$ cat src/rtl/rand_pkt_gen.sv
// rand_pkt_gen: random packet traffic generator fed by a free-running LFSR word.
// Each cycle, rand_vect supplies an inject byte, a packet length and a beat payload.
// The generator drives a valid/ready stream of packets for the downstream block.
//
// Ports:
//   clk, reset       clock; asynchronous active-high reset
//   rand_vect        random bits, new value every cycle
//   start            one-cycle pulse, launches a run from IDLE or DONE
//   num_pkts         packets to send in the run (sampled on start)
//   inj_rate         injection threshold: 0 never, 256 always
//   stop             level; ends the run at the next packet boundary
//   out_valid/ready  beat handshake
//   out_data         beat payload
//   out_first/last   packet delimiters
//   out_pkt_id       index of current packet in the run
//   pkt_count        packets completed in the run
//   done             high while in DONE
module rand_pkt_gen #(
    parameter int DATA_WIDTH = 32,
    parameter int LEN_BITS   = 3,
    parameter int CNT_WIDTH  = 16,
    parameter int RAND_WIDTH = 48
) (
    input  logic                  clk,
    input  logic                  reset,
    input  logic [RAND_WIDTH-1:0] rand_vect,
    input  logic                  start,
    input  logic [CNT_WIDTH-1:0]  num_pkts,
    input  logic [8:0]            inj_rate,
    input  logic                  stop,
    output logic                  out_valid,
    input  logic                  out_ready,
    output logic [DATA_WIDTH-1:0] out_data,
    output logic                  out_first,
    output logic                  out_last,
    output logic [CNT_WIDTH-1:0]  out_pkt_id,
    output logic [CNT_WIDTH-1:0]  pkt_count,
    output logic                  done
);

    if (RAND_WIDTH < DATA_WIDTH + 16) begin : g_width_check
        $error("rand_pkt_gen: RAND_WIDTH must be >= DATA_WIDTH+16");
    end

    typedef enum logic [1:0] {IDLE, ARB, SEND, DONE} state_t;

    state_t                state_q, state_d;
    logic                  out_valid_q, out_valid_d;
    logic [DATA_WIDTH-1:0] out_data_q, out_data_d;
    logic                  out_first_q, out_first_d;
    logic                  out_last_q, out_last_d;
    logic [CNT_WIDTH-1:0]  out_pkt_id_q, out_pkt_id_d;
    logic [CNT_WIDTH-1:0]  pkt_count_q, pkt_count_d;
    logic                  done_q, done_d;
    logic [CNT_WIDTH-1:0]  target_q, target_d;
    logic [LEN_BITS:0]     beats_left_q, beats_left_d;

    // Random fields of the current cycle
    logic [7:0]            inj_byte;
    logic [LEN_BITS:0]     pkt_len;
    logic [DATA_WIDTH-1:0] payload;
    logic [CNT_WIDTH-1:0]  count_inc;
    logic                  unused_rand;

    assign inj_byte    = rand_vect[7:0];
    assign pkt_len     = {1'b0, rand_vect[8 +: LEN_BITS]} + 1'b1;
    assign payload     = rand_vect[16 +: DATA_WIDTH];
    assign count_inc   = pkt_count_q + 1'b1;
    assign unused_rand = ^rand_vect;

    always_comb begin
        state_d      = state_q;
        out_valid_d  = out_valid_q;
        out_data_d   = out_data_q;
        out_first_d  = out_first_q;
        out_last_d   = out_last_q;
        out_pkt_id_d = out_pkt_id_q;
        pkt_count_d  = pkt_count_q;
        target_d     = target_q;
        beats_left_d = beats_left_q;

        case (state_q)
            IDLE, DONE: begin
                if (start) begin
                    pkt_count_d  = '0;
                    out_pkt_id_d = '0;
                    target_d     = num_pkts;
                    state_d      = (num_pkts != '0) ? ARB : DONE;
                end
            end
            ARB: begin
                if (stop) begin
                    state_d = DONE;
                end else if ({1'b0, inj_byte} < inj_rate) begin
                    state_d      = SEND;
                    out_valid_d  = 1'b1;
                    out_first_d  = 1'b1;
                    out_data_d   = payload;
                    out_last_d   = (pkt_len == 1);
                    beats_left_d = pkt_len;
                end
            end
            SEND: begin
                // Without ready, everything holds (defaults).
                if (out_ready) begin
                    if (out_last_q) begin
                        out_valid_d  = 1'b0;
                        out_first_d  = 1'b0;
                        out_last_d   = 1'b0;
                        pkt_count_d  = count_inc;
                        out_pkt_id_d = out_pkt_id_q + 1'b1;
                        // Leaving on reaching the target keeps pkt_count from wrapping.
                        state_d      = (count_inc == target_q) ? DONE : ARB;
                    end else begin
                        out_first_d  = 1'b0;
                        out_data_d   = payload;
                        beats_left_d = beats_left_q - 1'b1;
                        out_last_d   = (beats_left_q == 2);
                    end
                end
            end
            default: state_d = IDLE;
        endcase

        done_d = (state_d == DONE);
    end

    always_ff @(posedge clk or posedge reset) begin
        if (reset) begin
            state_q      <= IDLE;
            out_valid_q  <= 1'b0;
            out_data_q   <= '0;
            out_first_q  <= 1'b0;
            out_last_q   <= 1'b0;
            out_pkt_id_q <= '0;
            pkt_count_q  <= '0;
            done_q       <= 1'b0;
            target_q     <= '0;
            beats_left_q <= '0;
        end else begin
            state_q      <= state_d;
            out_valid_q  <= out_valid_d;
            out_data_q   <= out_data_d;
            out_first_q  <= out_first_d;
            out_last_q   <= out_last_d;
            out_pkt_id_q <= out_pkt_id_d;
            pkt_count_q  <= pkt_count_d;
            done_q       <= done_d;
            target_q     <= target_d;
            beats_left_q <= beats_left_d;
        end
    end

    assign out_valid  = out_valid_q;
    assign out_data   = out_data_q;
    assign out_first  = out_first_q;
    assign out_last   = out_last_q;
    assign out_pkt_id = out_pkt_id_q;
    assign pkt_count  = pkt_count_q;
    assign done       = done_q;

endmodule

$ cat config.mk
export PLATFORM = sky130hd
export DESIGN_NAME = rand_pkt_gen
export DESIGN_NICKNAME = d
export VERILOG_FILES = /design/src/rtl/rand_pkt_gen.sv
export SDC_FILE = /design/constraint.sdc
export NUM_CORES = 1
export LEC_CHECK = 0
export CORE_ASPECT_RATIO = 1.4
export CORE_UTILIZATION = 51
export DETAILED_ROUTE_END_ITERATION = 8
export GPL_TIMING_DRIVEN = 0
export HOLD_SLACK_MARGIN = 0.1
export PLACE_DENSITY = 0.86
export SYNTH_ARGS = -nofsm -noshare
export SYNTH_HDL_FRONTEND = slang
export SYNTH_SLANG_ARGS = --single-unit
$ cat constraint.sdc
create_clock -name clk -period 5.55 [get_ports clk]
set_input_delay 1.11 -clock clk [delete_from_list [all_inputs] [get_ports clk]]
set_output_delay 1.11 -clock clk [all_outputs]
set_load 0.005 [all_outputs]
; ---- Word-level counts from Yosys, hierarchy flattened
; Index checks and enable logic that the tools add are counted.
[word_totals]
register_bits = 90
inputBits = 78
elab_cells = 75
[classes]
reduce_logical = 10
order_cmp = 1
eq_ne = 13
addsub = 4
mux = 37
[op_table]
columns = cell, n
row1 = $mux W32, 4
row2 = $mux W16, 5
row3 = $pmux W16 S2, 2
row4 = $pmux W32 S2, 1
row5 = $add A16 B1 Y16 const B, 2
row6 = $eq A16 B16 Y1, 1
row7 = $mux W4, 4
row8 = $reduce_bool A16 Y1, 1
row9 = $mux W2, 7
row10 = $ne A2 B2 Y1 const B, 6
row11 = $reduce_and A5 Y1, 2
row12 = $lt A8 B9 Y1, 1
row13 = $mux W1, 9
row14 = $pmux W4 S2, 1
row15 = $reduce_and A4 Y1, 2
row16 = $eq A2 B2 Y1 const B, 3
row17 = $pmux W1 S2, 3
row18 = $pmux W2 S3, 1
row19 = $add A3 B1 Y4 const B, 1
row20 = $eq A4 B1 Y1 const B, 1
row21 = $eq A4 B2 Y1 const B, 1
row22 = $reduce_bool A2 Y1, 2
row23 = $sub A4 B1 Y4 const B, 1
row24 = $eq A2 B1 Y1 const B, 1
row25 = other kinds (3), 3

; ---- Depth between registers and ports, before layout
; Gate-level depths: netlist (run 1).
[depth]
word_depth = 7
ltp_mapped = 10

; ---- Worst setup path before layout (run 1)
; OpenSTA, ideal clock, no wires.
[synth_path]
kind = input -> register
from = in inj_rate[4]
to = reg beats_left_q[2]
setup_slack_ns = 2.613
n_path_buf = 1
t_arrival_ns = 2.805
setup_time_ns = 0.132
stages = 9
cell_sequence = inv_1 > ha_1 > a21o_1 > a221oi_1 > o21a_1 > o211ai_1 > buf_2 > nand2_1 > or3b_1
[synth_via]
elab_chain_len = 3
[synth_rtl]
columns = item, line
row1 = start: declaration, 29  ; input logic [8:0] inj_rate,
row2 = $lt A8 B9 Y1, 94  ; end else if ({1'b0, inj_byte} < inj_rate) begin
row3 = $ne A2 B2 Y1 (no line), n/a
row4 = $reduce_and A5 Y1 (no line), n/a
row5 = end signal: assignment, 150  ; beats_left_q <= beats_left_d;
row6 = end: declaration, 56  ; logic [LEN_BITS:0] beats_left_q, beats_left_d;
; No other way between the ends.
; A chain may end at the register's enable or synchronous reset.

; ---- Final worst setup path (run 1)
; Same ends and word-level chain as after synthesis.

==> results of run 1 <==
[routing by layer]
| layer | routed length [um] | vias up |
|---|---|---|
| met1 | 4504 | 2050 |
| met4 | 340 | 0 |
| met2 | 6755 | 167 |
| met3 | 801 | 26 |
| met5 | 0 | - |
| li1 | - | 1946 |
[layout by cell type (no fill, tap or decap), types with 8 or more instances in the layout]
cell type,netlist,final
clkbuf_16,0,9
nand4_1,8,8
inv_1,25,24
clkbuf_1,10,12
xor2_1,12,12
mux2_2,18,18
a21oi_1,18,18
o21ai_1,15,15
nor3_1,16,16
mux2_1,33,33
nand3_1,14,14
buf_2,11,11
clkdlybuf4s50_1,0,140
nor2_1,28,28
xnor2_1,23,23
nand2_1,33,33
dfrtp_1,90,90
ha_1,15,15
[final cells by class]
type	instances	area, um2	area share [%]
multi-input combinational	324	2365	35.47
buffer	24	115.1	1.726
clock inverter	2	12.51	0.1877
sequential	90	2252	33.78
timing repair buffer	141	1429	21.43
clock buffer	13	260.3	3.903
inverter	26	100.1	1.501
tap	107	133.9	2.008
[sequential cells by signal (all words and copies together), names as in the netlist, 2 cells and up]
signal and cells:
out_data 32, beats_left_q 4, target_q 16, out_pkt_id 16, pkt_count 16, state_q 2
[worst register-to-register path, cell delays in order (launching register included)]
cell and delay [ns]:
dfrtp_1 0.50, ha_1 0.30, nand3_1 0.31, nor2_2 0.32, xor2_1 0.30, mux2_2 0.38, o311ai_1 0.35, o22ai_1 0.15
[worst paths after layout]
kind                                          start                          end  slack, ns  cells past startpoint
max                                     inj_rate[4]  beats_left_q[2]$_DFFE_PP0P_       2.22                     10
min in group asynchronous                     reset    out_pkt_id[8]$_DFFE_PP0P_       1.10                      2
max reg2reg                pkt_count[0]$_DFFE_PP0P_               done$_DFF_PP0_       2.80                      7
max in group asynchronous                     reset     out_data[10]$_DFFE_PP0P_       3.82                      3
min                         out_data[1]$_DFFE_PP0P_      out_data[1]$_DFFE_PP0P_       0.49                      1
min reg2reg                 out_data[1]$_DFFE_PP0P_      out_data[1]$_DFFE_PP0P_       0.49                      1
[cell families after synthesis]
family	share of synthesized area [%]
AO/OA/AOI/OAI	10.67
multiplexers	12.51
AND/OR/NAND/NOR	15.34
buffers and inverters	4.404
adder cells (fa/ha/maj)	4.093
XOR/XNOR	6.347
flip-flops	46.63
[metrics by stage]
| step | instances | area (um2) | power (mW) | util (%) | hold slack [ns] |
|---|---|---|---|---|---|
| floorplan | 464 | 4830 | 1.814 | - | 0.4720 |
| global placement | 711 | 6365 | 2.316 | 70.10 | 0.4739 |
| detailed placement | 712 | 6395 | 2.394 | 70.43 | 0.4800 |
| global route | 727 | 6668 | 3.123 | 73.43 | 0.5086 |
| finish | 727 | 6668 | 2.946 | 73.43 | 0.4872 |
| CTS | 727 | 6668 | 2.970 | 73.43 | 0.4938 |
[power by group]
group	switching (mW)	internal (mW)	total (mW)	leakage [nW]
logic	0.632	0.706	1.34	1.56
clock network	0.235	0.325	0.559	0.132
registers	0.162	0.886	1.05	1.13
==> summary.txt, run 1 <==
=====================================================================================
Fin crit period                                                              3.332 ns
Violation count after the first detailed-route iteration                          267
Synthesized netlist cell count                                                    464
Highest clock frequency the design can meet                                 300.2 MHz
Wire per inst                                                                17.06 um
Area growth syn-to-layout                                                      38.06%
Gr ovfl total                                                                       0
Arrival time of data at the critical path endpoint                            3.54 ns
Via count of the first global-routing pass                                       4183
Starting density of the core                                                   53.19%
Startpoint types                                                         primary input
Number of vias per cell                                                         5.762
Cell taking the most area after synthesis                                     dfrtp_1
Met1 Use GR                                                                    27.54%
Half-perimeter wire length after detailed placement                           9343 um
I/O pins                                                                          146
Share of post-route cells with drive strength above 1                          8.871%
Top cells by instance count after synthesis                              90 x dfrtp_1, 33 x mux2_1, 33 x nand2_1, 28 x nor2_1, 25 x inv_1
Die height                                                                   117.1 um
Share of synthesized registers carrying an async set or reset                  100.0%
Static Leak                                                                  2.816 nW
Worst clock skew                                                          0.002878 ns
Std-Cell Core Area                                                           9080 um2
Nets in the synthesized netlist                                                   557
Power Density                                                            441.8 nW/um2
Critical-path cell with the highest stage delay                          clkdlybuf4s50_1
Setup slack after layout                                                     2.218 ns
Detailed Routing Iterations Pass 1                                                  7
Diodes inserted                                                                     0
# Post-CTS Setup Buffers                                                            0
Crit path buf inv count                                                             3
Max transition margin                                                          59.06%
Largest incremental delay on the critical path                                0.46 ns
Number of flip-flops and latches in the synthesized netlist                        90
Number of max-slew violations in the final report                                   0
Setup tns final                                                                  0 ns
Total number of vias                                                             4189
Critical path cell sequence                                              clkdlybuf4s50_1 > inv_1 > ha_1 > a21o_1 > a221oi_1 > o21a_1 > o211ai_1 > buf_2 > nand2_1 > or3b_1
Wire length of the first global-routing pass                                 19920 um
Peak supply drop                                                             260.8 uV
Highest-utilization routing layer at the global route stage                      met2
Outcome                                                                  finished with violations
Worst endpoint required time                                                  5.76 ns
Met2 track utilization from global routing                                     50.38%
Crit share post-route                                                          60.03%
Violated checks                                                          design-rule violations
DRC violation count after routing                                                  28
Largest cells by area after synthesis                                    dfrtp_1 47%, mux2_1 7.7%, mux2_2 4.2%
Top-area cell type share of the netlist area                                   46.63%
Clock-pin slew of the registers on the worst-case setup and hold paths        0.06 ns
Sequential cell area fraction in the yosys report                              46.63%
CP Capture Type                                                              register
Most used standard cell by instance count after synthesis                     dfrtp_1
Critical path type                                                          in -> reg
Cts repair resizes                                                                  0
Antenna violations before repair                                                    0
Number of fill cells in the layout                                                646
TritonCTS clock tree                                                            built
Pin count of the biggest net entering global routing                               65
Final count of hold timing violations                                               0
Synth cell types                                                                   64
Gp weighted congestion                                                         0.8554
Yosys warns                                                                         0
Total clock buffers created by CTS                                                  9
Place WS                                                                     1.839 ns
CTS Hold Bufs                                                                       0
Clock tree buffer depth                                                             2
Clk Latency, worst-skew pair                                                  0.34 ns
Max cap viols                                                                       0
Mean area per synthesized cell                                              10.41 um2
Number of synthesized flops with an enable pin                                      0
Setup violators final                                                               0
Largest delay contributor family on the critical path                    compound AO/OA/AOI/OAI gates
Number of rows in the core area                                                    41
Number of nets in the final layout                                                709
Die width                                                                    84.25 um
Worst hold path type                                                       reg -> reg
Setup repair after global routing missed its margin                             false
Pin slew with the least headroom to its limit                               0.6142 ns
Largest fanout on the critical path                                                10
Residual antenna-violating net count after detailed routing                         0
DIE AREA                                                                     9868 um2
Number of sinks handled by clock tree synthesis                                    90
Global routing met3 resource utilization                                       5.680%
Total routing resource utilization after global routing                        26.27%
Primary flip-flop cell chosen by synthesis mapping                            dfrtp_1
H-tree depth                                                                        3
Total routed wirelength                                                      12400 um
CTS root buf                                                                clkbuf_16
Mapped Area                                                                  4830 um2
Number of I/O port buffers                                                        140
=====================================================================================
(Power assumes the default switching activity.)
==> run 2: changes to the inputs <==
Settings changed: CORE_UTILIZATION 51 to 43, PLACE_DENSITY 0.86 to 0.77.
Clock period 5.55 ns to 2.7 ns, I/O delays scaled along.
==> summary.txt, run 2 (synthesized netlist as in run 1, its figures left out) <==
=====================================================================================
Outcome                                                                  finished clean
Setup repair after global routing missed its margin                              true
Share of post-route cells with drive strength above 1                          10.74%   +1.9 points
Number of I/O port buffers                                                        140   unchanged
Area growth syn-to-layout                                                      42.18%
Placed Cells                                                                      747   +4.9%
Worst hold start                                                         out_data[17]$_DFFE_PP0P_
TritonCTS clock tree                                                            built
Clock tree buffer depth                                                             2   unchanged
Number of nets in the final layout                                                712   +0.42%
Die height                                                                   127.4 um   +8.8%
Register-to-Register Path Depth                                                     7   unchanged
Net switching fraction of the power                                            33.38%   -1.5 points
Gr ovfl total                                                                       0   unchanged
Arrival time of data at the critical path endpoint                            2.84 ns   -0.70 ns
Worst hold path type                                                       reg -> reg
Logic gate share of total power                                                 44.3%   -1.1 points
Diodes inserted                                                                     0   unchanged
Sum of met2 wire segment lengths after detailed routing                       6856 um   +1.5%
Violation count after the first detailed-route iteration                          177   -34%
Starting density of the core                                                   44.44%   -8.7 points
Number of max-slew violations in the final report                                   0   unchanged
Wire length of the first global-routing pass                                 19860 um   -0.31%
Via count of the first global-routing pass                                       4170   -0.31%
Non-Filler Cell Area, Final                                                  6867 um2   +3.0%
H-tree depth                                                                        3   unchanged
Pin slew with the least headroom to its limit                               0.6140 ns   -0.0001259 ns
Std-Cell Core Area                                                          10870 um2   +20%
Critical path cell sequence                                              clkdlybuf4s50_1 > inv_1 > ha_1 > and3_4 > a221oi_2 > o21a_1 > o211ai_1 > buf_4 > buf_6 > nand2_1 > or3b_1
Dpl cell area                                                                6451 um2   +0.88%
Residual antenna-violating net count after detailed routing                         0   unchanged
Gp weighted congestion                                                         0.8412   -1.7%
Footprint of the multi-input gates                                           2411 um2   +2.0%
Worst clock skew                                                          0.006475 ns   +0.003597 ns
Routed met3 length                                                             555 um   -31%
Internal power component                                                     4.231 mW   +120%
Worst endpoint required time                                                  2.92 ns   -2.84 ns
Overall power after layout                                                   6.351 mW   +120%
Critical path type                                                          in -> reg
Number of vias per cell                                                         5.396   -6.4%
Half-perimeter wire length after detailed placement                           9348 um   about the same
Reg power frac                                                                  33.7%   -1.9 points
CTS root buf                                                                clkbuf_16
Wire per inst                                                                16.28 um   -4.5%
Worst R2R End                                                            done$_DFF_PP0_
Post-Route Hold Slack                                                       0.4882 ns   +0.0009260 ns
Largest incremental delay on the critical path                                0.48 ns   +0.02 ns
Total routed wirelength                                                      12460 um   +0.44%
Static Leak                                                                  2.870 nW   +1.9%
Highest clock frequency the design can meet                                 381.1 MHz
Antenna violations before repair                                                    0   unchanged
Hold Path Cell Cnt                                                                  1   unchanged
Total routing resource utilization after global routing                        21.76%   -4.5 points
Area occupied by registers                                                   2252 um2   unchanged
Setup slack after layout                                                   0.07616 ns   -2.142 ns
Worst setup slack for register-to-register paths                              0.14 ns   -2.66 ns
Peak supply drop                                                             473.1 uV   +81%
DRC violation count after routing                                                   0   -100%
Startpoint types                                                         primary input
Most common cell after layout, fill and taps aside                       clkdlybuf4s50_1
Setup tns final                                                                  0 ns   unchanged
Pin count of the biggest net entering global routing                               38   -42%
Die width                                                                    91.57 um   +8.7%
Clk Latency, worst-skew pair                                                  0.34 ns   about the same
DIE AREA                                                                    11670 um2   +18%
Fraction of power consumed by the clock network                                 22.0%   +3.0 points
Number of rows in the core area                                                    45   +9.8%
Leading cell types in the layout, fill and taps excluded                 140 x clkdlybuf4s50_1, 90 x dfrtp_1, 33 x nand2_1, 33 x mux2_1, 28 x nor2_1
Met1 routed wirelength after detailed routing                                 4800 um   +6.6%
Fin crit period                                                              2.624 ns
Finished Layout Cells                                                             765   +5.2%
Switching power total                                                        2.120 mW   +110%
Setup violators final                                                               0   unchanged
Largest fanout on the critical path                                                10   unchanged
Startpoint of the worst setup timing path                                 inj_rate[5]
Clock-pin slew of the registers on the worst-case setup and hold paths        0.06 ns   about the same
Top layer reached by signal wires                                                met4
Total clock buffers created by CTS                                                  9   unchanged
CP Capture Type                                                              register
Detailed Routing Iterations Pass 1                                                  4   -3
Power Density                                                            924.9 nW/um2   +110%
Max reg flops                                                                      32   unchanged
Crit path buf inv count                                                             4   +1
Max cap viols                                                                       0   unchanged
Place WS                                                                   -0.4562 ns   -2.295 ns
Number of fill cells in the layout                                                871   +35%
Total number of vias                                                             4128   -1.5%
Worst-case hold path end point                                           out_data[17]$_DFFE_PP0P_
Crit share post-route                                                          97.18%
Critical-path cell with the highest stage delay                          clkdlybuf4s50_1
Max transition margin                                                          59.06%   about the same
Number of sinks handled by clock tree synthesis                                    90   unchanged
Launching point of the worst reg2reg path                                pkt_count[0]$_DFFE_PP0P_
Layout Utilization                                                             63.19%   -10 points
I/O pins                                                                          146   unchanged
Largest delay contributor family on the critical path                    buffers and inverters
Final count of hold timing violations                                               0   unchanged
=====================================================================================
==> run 2: cell types whose count changed in the layout (fill, tap and decap cells not counted), sizes merged <==
cell,change
clkinvlp,+1
clkbuf,+2
bufinv,+2
inv,-1
==> run 2: per-layer routing <==
metal	GRT usage (%)	vias up
met4	8.777	0
met3	3.512	18
met2	41.88	128
li1	-	1959
met5	0	-
met1	23.31	2023
==> run 2: how the worst max path moves through the flow <==
stage	to	slack, ns	cells past startpoint
6_report	beats_left_q[2]$_DFFE_PP0P_	0.08	11
5_1_grt	out_data[14]$_DFFE_PP0P_	-0.0006	10
4_1_cts	beats_left_q[2]$_DFFE_PP0P_	0.03	11
3_5_place_dp	beats_left_q[3]$_DFFE_PP0P_	-0.46	10
3_3_place_gp	beats_left_q[2]$_DFFE_PP0P_	-0.40	10
2_1_floorplan	beats_left_q[2]$_DFFE_PP0P_	0.33	9
==> run 2: power by group through the flow <==
| stage | clock (mW) | sequential (mW) | combinational [mW] |
|---|---|---|---|
| 5_1_grt | 1.48 | 2.21 | 3.07 |
| 3_5_place_dp | 0 | 2.17 | 2.73 |
| 6_report | 1.40 | 2.14 | 2.81 |
| 2_1_floorplan | 0 | 2.12 | 1.60 |
| 3_3_place_gp | 0 | 2.14 | 2.65 |
| 4_1_cts | 1.44 | 2.15 | 2.79 |
==> run 2: what timing repair did <==
item                                   in CTS  in global routing
endpoints found under the hold margin       0                  0
hold buffers                                0                  0
gates resized for setup                     1                 13
setup buffers                               2                  0
gates cloned                                0                  0
setup endpoints to repair                  34                 40
pin swaps                                   1                  1
==> run 2: cell type report <==
type	instances	area share, %
Tap cell	141	2.569
Timing Repair Buffer	144	21.21
Clock buffer	12	3.881
Buffer	24	1.895
Clock inverter	4	1.057
Inverter	26	1.476
Sequential cell	90	32.80
Multi-Input combinational cell	324	35.11
